===== config.mk =====
export PLATFORM = sky130hd
export DESIGN_NAME = spi_cfg_regs
export DESIGN_NICKNAME = d
export VERILOG_FILES = /design/src/rtl/spi_cfg_regs_pkg.sv /design/src/rtl/spi_cfg_regs_sync_ff.sv /design/src/rtl/spi_cfg_regs.sv
export SDC_FILE = /design/constraint.sdc
export NUM_CORES = 1
export LEC_CHECK = 0
export ABC_CLOCK_PERIOD_IN_PS = 4500
export CORE_ASPECT_RATIO = 0.75
export CORE_MARGIN = 2
export CORE_UTILIZATION = 33
export DETAILED_ROUTE_END_ITERATION = 16
export GPL_TIMING_DRIVEN = 0
export SETUP_SLACK_MARGIN = 0.1
export SLEW_MARGIN = 25
export SYNTH_ARGS = -nofsm -noshare
export SYNTH_HDL_FRONTEND = slang
export SYNTH_HIERARCHICAL = 1
export SYNTH_SLANG_ARGS = --single-unit

===== constraint.sdc =====
create_clock -name clk -period 4.5 [get_ports clk]
set_input_delay 0.675 -clock clk [delete_from_list [all_inputs] [get_ports clk]]
set_output_delay 0.675 -clock clk [all_outputs]
set_load 0.05 [all_outputs]

===== src/rtl/spi_cfg_regs_pkg.sv =====
// Shared definitions for the SPI configuration register block.
// Contents: default frame length, register address map, FSM state type.
package spi_cfg_regs_pkg;

  localparam int unsigned FRAME_BITS_DEFAULT = 16;

  // Register address map (7-bit address field of the frame)
  localparam logic [6:0] ADDR_EN_OUT_7_0  = 7'h00;
  localparam logic [6:0] ADDR_EN_OUT_15_8 = 7'h01;
  localparam logic [6:0] ADDR_EN_PWM_7_0  = 7'h02;
  localparam logic [6:0] ADDR_EN_PWM_15_8 = 7'h03;
  localparam logic [6:0] ADDR_PWM_DUTY    = 7'h04;

  typedef enum logic [1:0] {
    IDLE,
    SHIFT,
    COMMIT
  } state_t;

endpackage


===== src/rtl/spi_cfg_regs_sync_ff.sv =====
// Single-bit multi-flop synchronizer with synchronous reset to a chosen level.
// Ports:
//   clk  - destination clock
//   rst  - synchronous active-high reset, loads RST_VAL into every stage
//   d    - asynchronous input
//   q    - synchronized output (last stage)
module sync_ff #(
  parameter int unsigned STAGES  = 2,
  parameter logic        RST_VAL = 1'b0
) (
  input  logic clk,
  input  logic rst,
  input  logic d,
  output logic q
);

  logic [STAGES-1:0] chain;

  always_ff @(posedge clk) begin
    if (rst) begin
      chain <= {STAGES{RST_VAL}};
    end else begin
      chain <= {chain[STAGES-2:0], d};
    end
  end

  assign q = chain[STAGES-1];

endmodule


===== src/rtl/spi_cfg_regs.sv =====
// SPI (mode 0) peripheral that accepts write frames into five 8-bit
// configuration registers. Frame, MSB first: R/W bit, 7-bit address, 8-bit data.
// Ports:
//   clk, rst                        - system clock, synchronous active-high reset
//   sclk, copi, ncs                 - SPI pins, asynchronous to clk
//   en_reg_out_7_0/15_8             - output-enable registers
//   en_reg_pwm_7_0/15_8             - PWM-mode enable registers
//   pwm_duty_cycle                  - PWM duty register
//   wr_strobe                       - one-cycle pulse for each committed write
//   frame_err                       - one-cycle pulse for each discarded frame
module spi_cfg_regs
  import spi_cfg_regs_pkg::*;
#(
  parameter int unsigned SYNC_STAGES = 2,
  parameter int unsigned FRAME_BITS  = FRAME_BITS_DEFAULT
) (
  input  logic       clk,
  input  logic       rst,
  input  logic       sclk,
  input  logic       copi,
  input  logic       ncs,
  output logic [7:0] en_reg_out_7_0,
  output logic [7:0] en_reg_out_15_8,
  output logic [7:0] en_reg_pwm_7_0,
  output logic [7:0] en_reg_pwm_15_8,
  output logic [7:0] pwm_duty_cycle,
  output logic       wr_strobe,
  output logic       frame_err
);

  localparam int unsigned CNT_W = $clog2(FRAME_BITS + 2);
  localparam logic [CNT_W-1:0] CNT_FULL = CNT_W'(FRAME_BITS);
  localparam logic [CNT_W-1:0] CNT_MAX  = CNT_W'(FRAME_BITS + 1);

  localparam int unsigned FL_W = $clog2(SYNC_STAGES + 2);
  localparam logic [FL_W-1:0] FL_MAX = FL_W'(SYNC_STAGES + 1);

  logic sclk_s, copi_s, ncs_s;
  logic sclk_q, ncs_q;
  logic [FL_W-1:0] flush_cnt;
  logic edges_ok;
  logic sclk_rise, ncs_fall, ncs_rise;

  state_t                state;
  logic [CNT_W-1:0]      bit_cnt;
  logic [FRAME_BITS-1:0] shreg;
  logic                  fall_pend;

  logic       frame_rw;
  logic [6:0] frame_addr;
  logic [7:0] frame_data;
  logic       write_ok;
  logic       read_ok;

  sync_ff #(.STAGES(SYNC_STAGES), .RST_VAL(1'b0)) u_sync_sclk (
    .clk (clk), .rst (rst), .d (sclk), .q (sclk_s)
  );

  sync_ff #(.STAGES(SYNC_STAGES), .RST_VAL(1'b0)) u_sync_copi (
    .clk (clk), .rst (rst), .d (copi), .q (copi_s)
  );

  sync_ff #(.STAGES(SYNC_STAGES), .RST_VAL(1'b1)) u_sync_ncs (
    .clk (clk), .rst (rst), .d (ncs), .q (ncs_s)
  );

  // After reset the synchronizers still hold idle levels; if ncs is actually
  // low (reset in mid-frame) the chain flushing out would look like a falling
  // edge. Edges are masked until the chains and the edge registers carry real
  // pin values, so an interrupted frame's tail is ignored until a new fall.
  always_ff @(posedge clk) begin
    if (rst) begin
      sclk_q    <= 1'b0;
      ncs_q     <= 1'b1;
      flush_cnt <= '0;
    end else begin
      sclk_q <= sclk_s;
      ncs_q  <= ncs_s;
      if (flush_cnt != FL_MAX) begin
        flush_cnt <= flush_cnt + 1'b1;
      end
    end
  end

  assign edges_ok  = (flush_cnt == FL_MAX);
  assign sclk_rise = edges_ok &  sclk_s & ~sclk_q;
  assign ncs_fall  = edges_ok & ~ncs_s  &  ncs_q;
  assign ncs_rise  = edges_ok &  ncs_s  & ~ncs_q;

  assign frame_rw   = shreg[FRAME_BITS-1];
  assign frame_addr = shreg[FRAME_BITS-2 -: 7];
  assign frame_data = shreg[7:0];
  assign write_ok   = (bit_cnt == CNT_FULL) && frame_rw && (frame_addr <= ADDR_PWM_DUTY);
  assign read_ok    = (bit_cnt == CNT_FULL) && !frame_rw;

  // Frame verdict is decided on the SHIFT->COMMIT transition so that the
  // strobes are high while COMMIT is active; the register write lands at the
  // end of COMMIT. Counter and shift register are frozen during COMMIT.
  always_ff @(posedge clk) begin
    if (rst) begin
      state           <= IDLE;
      bit_cnt         <= '0;
      shreg           <= '0;
      fall_pend       <= 1'b0;
      en_reg_out_7_0  <= '0;
      en_reg_out_15_8 <= '0;
      en_reg_pwm_7_0  <= '0;
      en_reg_pwm_15_8 <= '0;
      pwm_duty_cycle  <= '0;
      wr_strobe       <= 1'b0;
      frame_err       <= 1'b0;
    end else begin
      wr_strobe <= 1'b0;
      frame_err <= 1'b0;
      case (state)
        IDLE: begin
          if (ncs_fall || fall_pend) begin
            state     <= SHIFT;
            bit_cnt   <= '0;
            shreg     <= '0;
            fall_pend <= 1'b0;
          end
        end
        SHIFT: begin
          if (ncs_rise) begin
            state     <= COMMIT;
            wr_strobe <= write_ok;
            frame_err <= !write_ok && !read_ok;
          end else if (sclk_rise) begin
            shreg <= {shreg[FRAME_BITS-2:0], copi_s};
            if (bit_cnt != CNT_MAX) begin
              bit_cnt <= bit_cnt + 1'b1;
            end
          end
        end
        COMMIT: begin
          state <= IDLE;
          // A new frame starting right away is remembered for IDLE.
          if (ncs_fall) begin
            fall_pend <= 1'b1;
          end
          if (write_ok) begin
            case (frame_addr)
              ADDR_EN_OUT_7_0:  en_reg_out_7_0  <= frame_data;
              ADDR_EN_OUT_15_8: en_reg_out_15_8 <= frame_data;
              ADDR_EN_PWM_7_0:  en_reg_pwm_7_0  <= frame_data;
              ADDR_EN_PWM_15_8: en_reg_pwm_15_8 <= frame_data;
              ADDR_PWM_DUTY:    pwm_duty_cycle  <= frame_data;
              default: ;
            endcase
          end
        end
        default: state <= IDLE;
      endcase
    end
  end

endmodule


## Word-level counts from Yosys, hierarchy flattened

Cells that the tools add are included.

- Order comparisons: 1
- Add/sub/neg operators: 2
- Multipliers: 0
- Bitwise gates (word level): 11
- Reductions and logical operators: 22
- Muxes and demuxes: 15
- Shift-type cells: 0
- Divide/modulo/power cells: 0
- Equality and inequality tests: 16

Operator list:

| operator | count |
|---|---|
| 16-bit 2-to-1 mux | 3 |
| 16-bit one-hot mux with 2 select lines | 1 |
| 5-bit 2-to-1 mux | 4 |
| 3-bit AND reduction | 6 |
| 7-bit by 2-bit == test with 1-bit output, second input constant | 2 |
| 2-bit inequality test, second input constant | 7 |
| 5-bit one-hot mux with 2 select lines | 1 |
| 7-bit by 1-bit == test with 1-bit output, second input constant | 1 |
| 7-bit by 3-bit == test with 1-bit output, second input constant | 1 |
| 7-bit by 3-bit <= comparator with 1-bit output, second input constant | 1 |
| 7-bit zero test | 1 |
| 1-bit bitwise AND | 6 |
| 5-bit by 1-bit adder with 5-bit output, second input constant | 1 |
| 5-bit == test, second input constant | 1 |
| 5-bit inequality test, second input constant | 1 |
| 1-bit inverter | 5 |
| 5-bit AND reduction | 1 |
| 2-bit == test, second input constant | 2 |
| 1-bit logical AND | 4 |
| 2-bit 2-to-1 mux | 2 |
| 2-bit one-hot mux with 2 select lines | 1 |
| 4-bit AND reduction | 1 |
| 2-bit nonzero test | 2 |
| 1-bit zero test | 3 |
| 8 further kinds | 9 |

- Memories: 0
- Bits in read-only memories: 0
- Register bits: 76
- Memory bits (writable): 0
- Latch bits: 0
- Word-level logic and storage cells: 84

## Depth between registers and ports, before layout

Gate-level depths: netlist of run 1.

- Word-level depth: 6
- Depth in mapped cells: 8

## By module

The synthesis of run 1 kept the hierarchy.

Modules (own cells, without submodules):

| module | area each (µm²) | seq. area each (µm²) | cells an instance | times used |
|---|---|---|---|---|
| spi_cfg_regs | 3039.2 | 1401.3 | 342 | 1 |
| sync_ff | 52.6 | 40.0 | 4 | 3 |

## Worst setup path after synthesis of run 1

Ideal clock, no wire load.

- Path kind: register -> register
- Start: register flush_cnt[0]
- End: register bit_cnt[0]
- Data required time: 4.379 ns
- Library setup time: 0.121 ns
- Path slack: 2.832 ns
- Path buffers: 0
- Stages on the path, launching flop included: 6
- Arrival time: 1.547 ns
- Path through: dfxtp_1 -> ha_1 -> nand3b_1 -> or2_1 -> a21oi_1 -> mux2_2

- Word-level cells in the longest chain between the ends: 6
- Elaborated cells on any way between the ends: 12
- Classes of those cells: eq/ne: 4; bitwise: 6; reduce/logical: 2

RTL lines:

| what | RTL line | text |
|---|---|---|
| start: declaration | spi_cfg_regs.sv:40 | `logic [FL_W-1:0] flush_cnt;` |
| start signal: assignment | spi_cfg_regs.sv:80 | `flush_cnt <= flush_cnt + 1'b1;` |
| 2-bit == test (*) | spi_cfg_regs.sv:85 | `assign edges_ok = (flush_cnt == FL_MAX);` |
| 1-bit bitwise AND (2 in series) | spi_cfg_regs.sv:87 | `assign ncs_fall = edges_ok & ~ncs_s & ncs_q;` |
| 1-bit logical OR | spi_cfg_regs.sv:117 | `if (ncs_fall \|\| fall_pend) begin` |
| 2-bit inequality test (no source line) | -- |  |
| 5-bit AND reduction (no source line) (*) | -- |  |
| end signal: assignment | spi_cfg_regs.sv:132 | `bit_cnt <= bit_cnt + 1'b1;` |
| end: declaration | spi_cfg_regs.sv:45 | `logic [CNT_W-1:0] bit_cnt;` |

Mark *: on every way between the ends. The rest lies on a longest branch, timed or not.
A chain may end at the register's enable or synchronous reset.

## Final worst setup path of run 1

- Start: input rst
- End: register en_reg_pwm_7_0[1]

RTL lines:

| what | RTL line | text |
|---|---|---|
| start: declaration | spi_cfg_regs.sv:18 | `input logic rst,` |
| end signal: assignment | spi_cfg_regs.sv:146 | `ADDR_EN_PWM_7_0: en_reg_pwm_7_0 <= frame_data;` |
| end: declaration | spi_cfg_regs.sv:24 | `output logic [7:0] en_reg_pwm_7_0,` |

No word-level cell between the ends.

==> results.toml, run 1 <==
[timing]
period_share_pct = 49.59
setup_ws_ps = 2268
fin_worst_skew_ps = 5.155
setup_tns_ps = 0
fin_crit_ps = 2232
setup_viol = 0
slew_violations = 0
hold_violations = 0
max_freq_mhz = 448.1
slew_headroom_pct = 65.80
rsz0062_at_grt = "false"
worst_pin_slew_ps = 511.4

[critical_path]
crit_type = "in2reg"
critical_path_arrival_ps = 2440
worst-path-max-fanout = 10
slowest_stage = "clkdlybuf4s50_1"
crit_required_ps = 4710
cp_cell_sequence = "clkdlybuf4s50_1, clkbuf_1, buf_6, dlygate4sd1_1, a21oi_1"
rr_worst_depth = 6
timing.rr.start = "flush_cnt[0]"
r2r_slack_ps = 2530
crit_family = "buffers and inverters"
cp-start-kind = "input pin"
crit_buf_inv = 4
max_stage_delay_ps = 620
timing.rr.end = "shreg[6]"
end_kind = "flip-flop"

[logic_synthesis]
ys.flop_type = "dfxtp_1"
synth_edf_count = 0
syn_area_mm2 = 0.003197
avgSynthCellArea_um2 = 9.031
synth_cell_types = 43
synth_seq_cells = 76
postSynthCellCount = 354
synth_warnings = 6
synthArstFlopShare_pct = 0
postSynthNetCount = 363
ys_seq_area_share_pct = 47.59

[drt]
routed_via_density = 5.064
routed_wl_um = 8296
ant_nets = 0
num_vias = 2770
drtPass1Iterations = 4
wl_per_cell_um = 15.17
drtIter0Drc = 108
drc_errors = 0

[cells_and_area]
area_delta_synth_final_pct = 30.18
fin_area_mm2 = 0.004161
multi_input_area_mm2 = 0.001520
nNetsFinal = 420
stdcell_count = 547
diodes = 0
drive_gt1_share_pct = 9.157
fillers = 955
regArea_mm2 = 0.001521

[min_path]
min_path_type = "reg2reg"
holdPathStages = 1
worstHoldStart = "u_sync_ncs/chain[0]"
hold_path_end = "u_sync_ncs/chain[1]"

[die]
die_y_um = 89.24
design.portCount = 47
fp.dieW_um = 117.7
rows = 31
fp.coreArea_mm2 = 0.009542
die_area_mm2 = 0.01050
start_util_pct = 33.50

[global_routing]
grt_pass1_wl_um = 13450
grt_usage_pct = 16.59
grt_start_max_net_pins = 14
antenna_found_initial = 0
grt_pass1_vias = 2640
overflow = 0

[clock_network]
cts-root-buf = "clkbuf_16"
cts_resized = 0
cts.sinks = 76
clk_latency_ps = 340
post_cts_buffers = 0
clk_pin_slew_ps = 60
htree_levels = 3
cts_made_buffers = 9
tritoncts = "built"
cts_buffer_depth = 2
ctsHoldBuffers = 0

[placement]
dpl.cell_count = 532
portBuffers = 46
postPlaceCellArea_mm2 = 0.003822
gp_congestion = 0.8311
post-place-ws_ps = 1907
dp_hpwl_um = 5811

[run]
cap_viol_max_count = 0

[pwr]
peakVddDrop_mv = 0.1838
fin_total_pwr_mw = 1.542
leakage_nw = 1.343
powerDensity_mw_per_mm2 = 370.6

[status]
outcome = "finished clean"
-- placed cells by master, fill, tap and decap left out, drive strengths merged, types with 12 or more instances in the layout --
master         count
dfxtp             76
clkdlybuf4s50     46
clkbuf            21
o21ai             58
nand3             26
a21oi             44
nand2             20
nand4b            16
buf               12
nand2b            17
-- layout make-up --
cell class,instances,area share (%)
Buffer,26,3.367
Multi-Input combinational cell,248,36.53
Clock inverter,6,2.736
Timing Repair Buffer,46,11.06
Clock buffer,9,5.412
Inverter,4,0.3608
Sequential cell,76,36.56
Tap cell,132,3.969
-- sequential cells by signal, summed over array words and instances, names as in the netlist --
register           count
frame_err              1
pwm_duty_cycle         8
en_reg_out_15_8        8
fall_pend              1
flush_cnt              2
sclk_q                 1
en_reg_pwm_15_8        8
en_reg_pwm_7_0         8
u_sync_sclk/chain      2
wr_strobe              1
state                  2
shreg                 16
bit_cnt                5
u_sync_copi/chain      2
ncs_q                  1
u_sync_ncs/chain       2
en_reg_out_7_0         8
-- Yosys cell counts (all sizes together), types with 2 or more instances --
master       instances  area (µm²)
nand3               26       130.1
clkbuf              12       45.04
nor2                 8       30.03
or3b                 6       52.55
nor3                 6       63.81
dfxtp               76        1521
nand3b               8       60.06
nand2b              17       106.4
ha                   4       50.05
nand4b              16       140.1
dlygate4sd1          2       17.52
a211oi               3       22.52
or2b                 3       22.52
buf                 12       77.57
inv                  4       15.01
nor2b                7       43.79
or2                  4       25.03
nand2               20       75.07
mux2i                5       50.05
a21oi               44       224.0
o21ai               58       294.0
-- how the worst max path moves through the flow --
stage / from / endpoint / slack, ps / cells past startpoint
3_5_place_dp: rst / en_reg_pwm_7_0[1] / 1910 / 5
6_report: rst / en_reg_pwm_7_0[1] / 2270 / 5
2_1_floorplan: flush_cnt[0] / bit_cnt[0] / 2830 / 5
3_3_place_gp: rst / en_reg_pwm_7_0[1] / 1930 / 5
4_1_cts: rst / en_reg_pwm_7_0[1] / 2260 / 5
5_1_grt: rst / en_reg_pwm_7_0[1] / 2120 / 5
-- layer usage --
layer	wire length (µm)	vias up	global-route usage, %
li1	-	1373	-
met1	3953	1315	22.24
met2	3588	69	25.32
met3	607	13	4.464
met4	146	0	7.558
met5	0	-	0
-- cells by family after synthesis --
group,count (synthesis),share of synthesized area (%)
and+or+nand+nor,130,26.46
AOI/OAI and AO/OA,107,17.34
DFF,76,47.59
xor gates and xnor gates,1,0.2740
adders and majority gates,4,1.566
buffers and inverters,30,4.853
muxes,6,1.918
-- report_power, final --
group          switching, mW  leakage [nW]  total, mW  internal (mW)
Sequential           0.00346         0.614      0.684          0.680
Clock                  0.282         0.158      0.821          0.539
Combinational         0.0205         0.571     0.0378         0.0173
-- through the flow --
stage / utilization [%] / hold WS (ps)
floorplan: - / 383.2
global placement: 40.06 / 394.0
detailed placement: 40.06 / 398.6
CTS: 43.61 / 413.2
global route: 43.61 / 433.4
finish: 43.61 / 406.0
Power figures use the tool's default switching activity.
==> run 2, diff against run 1 <==
ABC_CLOCK_PERIOD_IN_PS = 2000   (was 4500)
clock period = 2 ns   (was 4.5 ns; I/O delays follow)
==> run 2 against run 1 <==
Compared with the run above: clock power grew 130%; flip-flop and latch count is the same; final area up 0.93%; via count grew 1.6%; highest routed layer unchanged.
==> results.toml, run 2 (synthesized netlist as in run 1, its figures left out) <==
[status]
outcome = "finished clean"

[global_routing]
overflow = 0
grt_pass1_wl_um = 13480
grt_use_met3_pct = 4.528
grt.met2_usage_pct = 25.58
grt_usage_pct = 16.65
use_met1_pct = 22.13
grt_pass1_vias = 2651
grt_start_max_net_pins = 14
antenna_found_initial = 0
grt.busiest_layer = "met2"

[cells_and_area]
top_register = "shreg"
drive_gt1_share_pct = 11.75
layout_commonest_cell = "dfxtp_1"
stdcell_count = 549
nNetsFinal = 422
fillers = 955
diodes = 0
largest_reg_flops = 16
final_cell_mix = "dfxtp_1 (75), o21ai_0 (51), clkdlybuf4s50_1 (46)"
area_delta_synth_final_pct = 31.39

[drt]
routed_via_density = 5.124
drc_errors = 0
ant_nets = 0
num_vias = 2813
drtPass1Iterations = 5
routed_wl_um = 8343
drtIter0Drc = 119
wl_per_cell_um = 15.20

[pwr]
peakVddDrop_mv = 0.4154
powerDensity_mw_per_mm2 = 827.9
leakage_nw = 1.372

[die]
fp.dieW_um = 117.7
die_area_mm2 = 0.01050
rows = 31
start_util_pct = 33.50
fp.coreArea_mm2 = 0.009542
design.portCount = 47
die_y_um = 89.24

[timing]
slew_violations = 0
setup_ws_ps = 180.6
setup_viol = 0
fin_worst_skew_ps = 5.854
max_freq_mhz = 549.6
worst_pin_slew_ps = 511.3
period_share_pct = 90.97
rsz0062_at_grt = "true"
hold_violations = 0
fin_crit_ps = 1819
slew_headroom_pct = 65.81

[clock_network]
clk_pin_slew_ps = 60
cts-root-buf = "clkbuf_16"
cts.sinks = 76
clk_latency_ps = 340
cts_buffer_depth = 2
tritoncts = "built"
cts_made_buffers = 9
htree_levels = 3
ctsHoldBuffers = 0

[critical_path]
max_stage_delay_ps = 360
r2r_slack_ps = 180
critical_path_arrival_ps = 2080
slowest_stage = "or3b_1"
end_kind = "flip-flop"
worst-path-max-fanout = 10
timing.rr.start = "flush_cnt[0]"
crit_type = "reg2reg"
cp_cell_sequence = "ha_2, and3b_1, o21ai_2, buf_2, or3b_1, mux2i_1"
rr_worst_depth = 6
timing.rr.end = "bit_cnt[3]"
cp-start-kind = "flip-flop"
crit_required_ps = 2260

[placement]
dp_hpwl_um = 5811
post-place-ws_ps = -217.6
dpl.cell_count = 532
gp_congestion = 0.8311
portBuffers = 46

[min_path]
min_path_type = "reg2reg"
hold_path_end = "u_sync_ncs/chain[1]"
worstHoldStart = "u_sync_ncs/chain[0]"
holdPathStages = 1

[run]
cap_viol_max_count = 0
## run 2: worst max-delay path, delay by kind of cell (launching register included)
family / cells / cell delay, ps
simple gates: 2 / 580
flops: 1 / 320
buf+inv: 1 / 250
fa+ha+maj: 1 / 220
compound gates: 1 / 220
mux: 1 / 150
## run 2: per-layer routing
metal	routed length, µm	vias up
met1	4055	1335
li1	-	1380
met2	3577	81
met4	195	0
met5	0	-
met3	514	17
## run 2: how the worst max path moves through the flow
stage                 startpoint                 to  slack (ps)
floorplan           flush_cnt[0]         bit_cnt[0]         330
global placement             rst  en_reg_pwm_7_0[1]        -200
detailed placement           rst  en_reg_pwm_7_0[1]        -220
CTS                 flush_cnt[0]           shreg[6]         100
global route        flush_cnt[0]         bit_cnt[3]          80
finish              flush_cnt[0]         bit_cnt[3]         180
## run 2: repair_timing
item                                    4_1_cts  5_1_grt
pin swaps                                     0        1
gates cloned                                  0        0
resized for setup                             2       15
hold endpoints to repair                      0        0
setup buffers                                 0        2
endpoints found under the setup margin       11       47
## run 2: stage by stage
step,hold WS (ps),utilization [%],instance area [µm²],power (mW),TNS (ps)
global route,433.4,44.02,4200,3.580,0
floorplan,371.6,-,3197,1.629,0
finish,406.1,44.02,4200,3.478,0
CTS,413.2,43.71,4170,3.504,0
global placement,394.0,40.06,3822,1.655,-4357
detailed placement,398.6,40.06,3822,1.658,-4628
## run 2: layout make-up
type	instances	area, µm²	share of cell area, %
buffer	26	150.1	3.575
clock buffer	9	225.2	5.362
clock inverter	6	113.9	2.711
inverter	4	15.01	0.3575
multi-input combinational	248	1533	36.49
sequential	76	1523	36.25
tap	132	165.2	3.932
timing repair buffer	48	475.5	11.32
## run 2: power breakdown
part           total, mW  switching (mW)  internal (mW)  leakage (nW)
Sequential          1.54         0.00815           1.53         0.614
Combinational     0.0871          0.0467         0.0405         0.599
Clock               1.85           0.639           1.21         0.158
Total               3.48           0.694           2.78          1.37
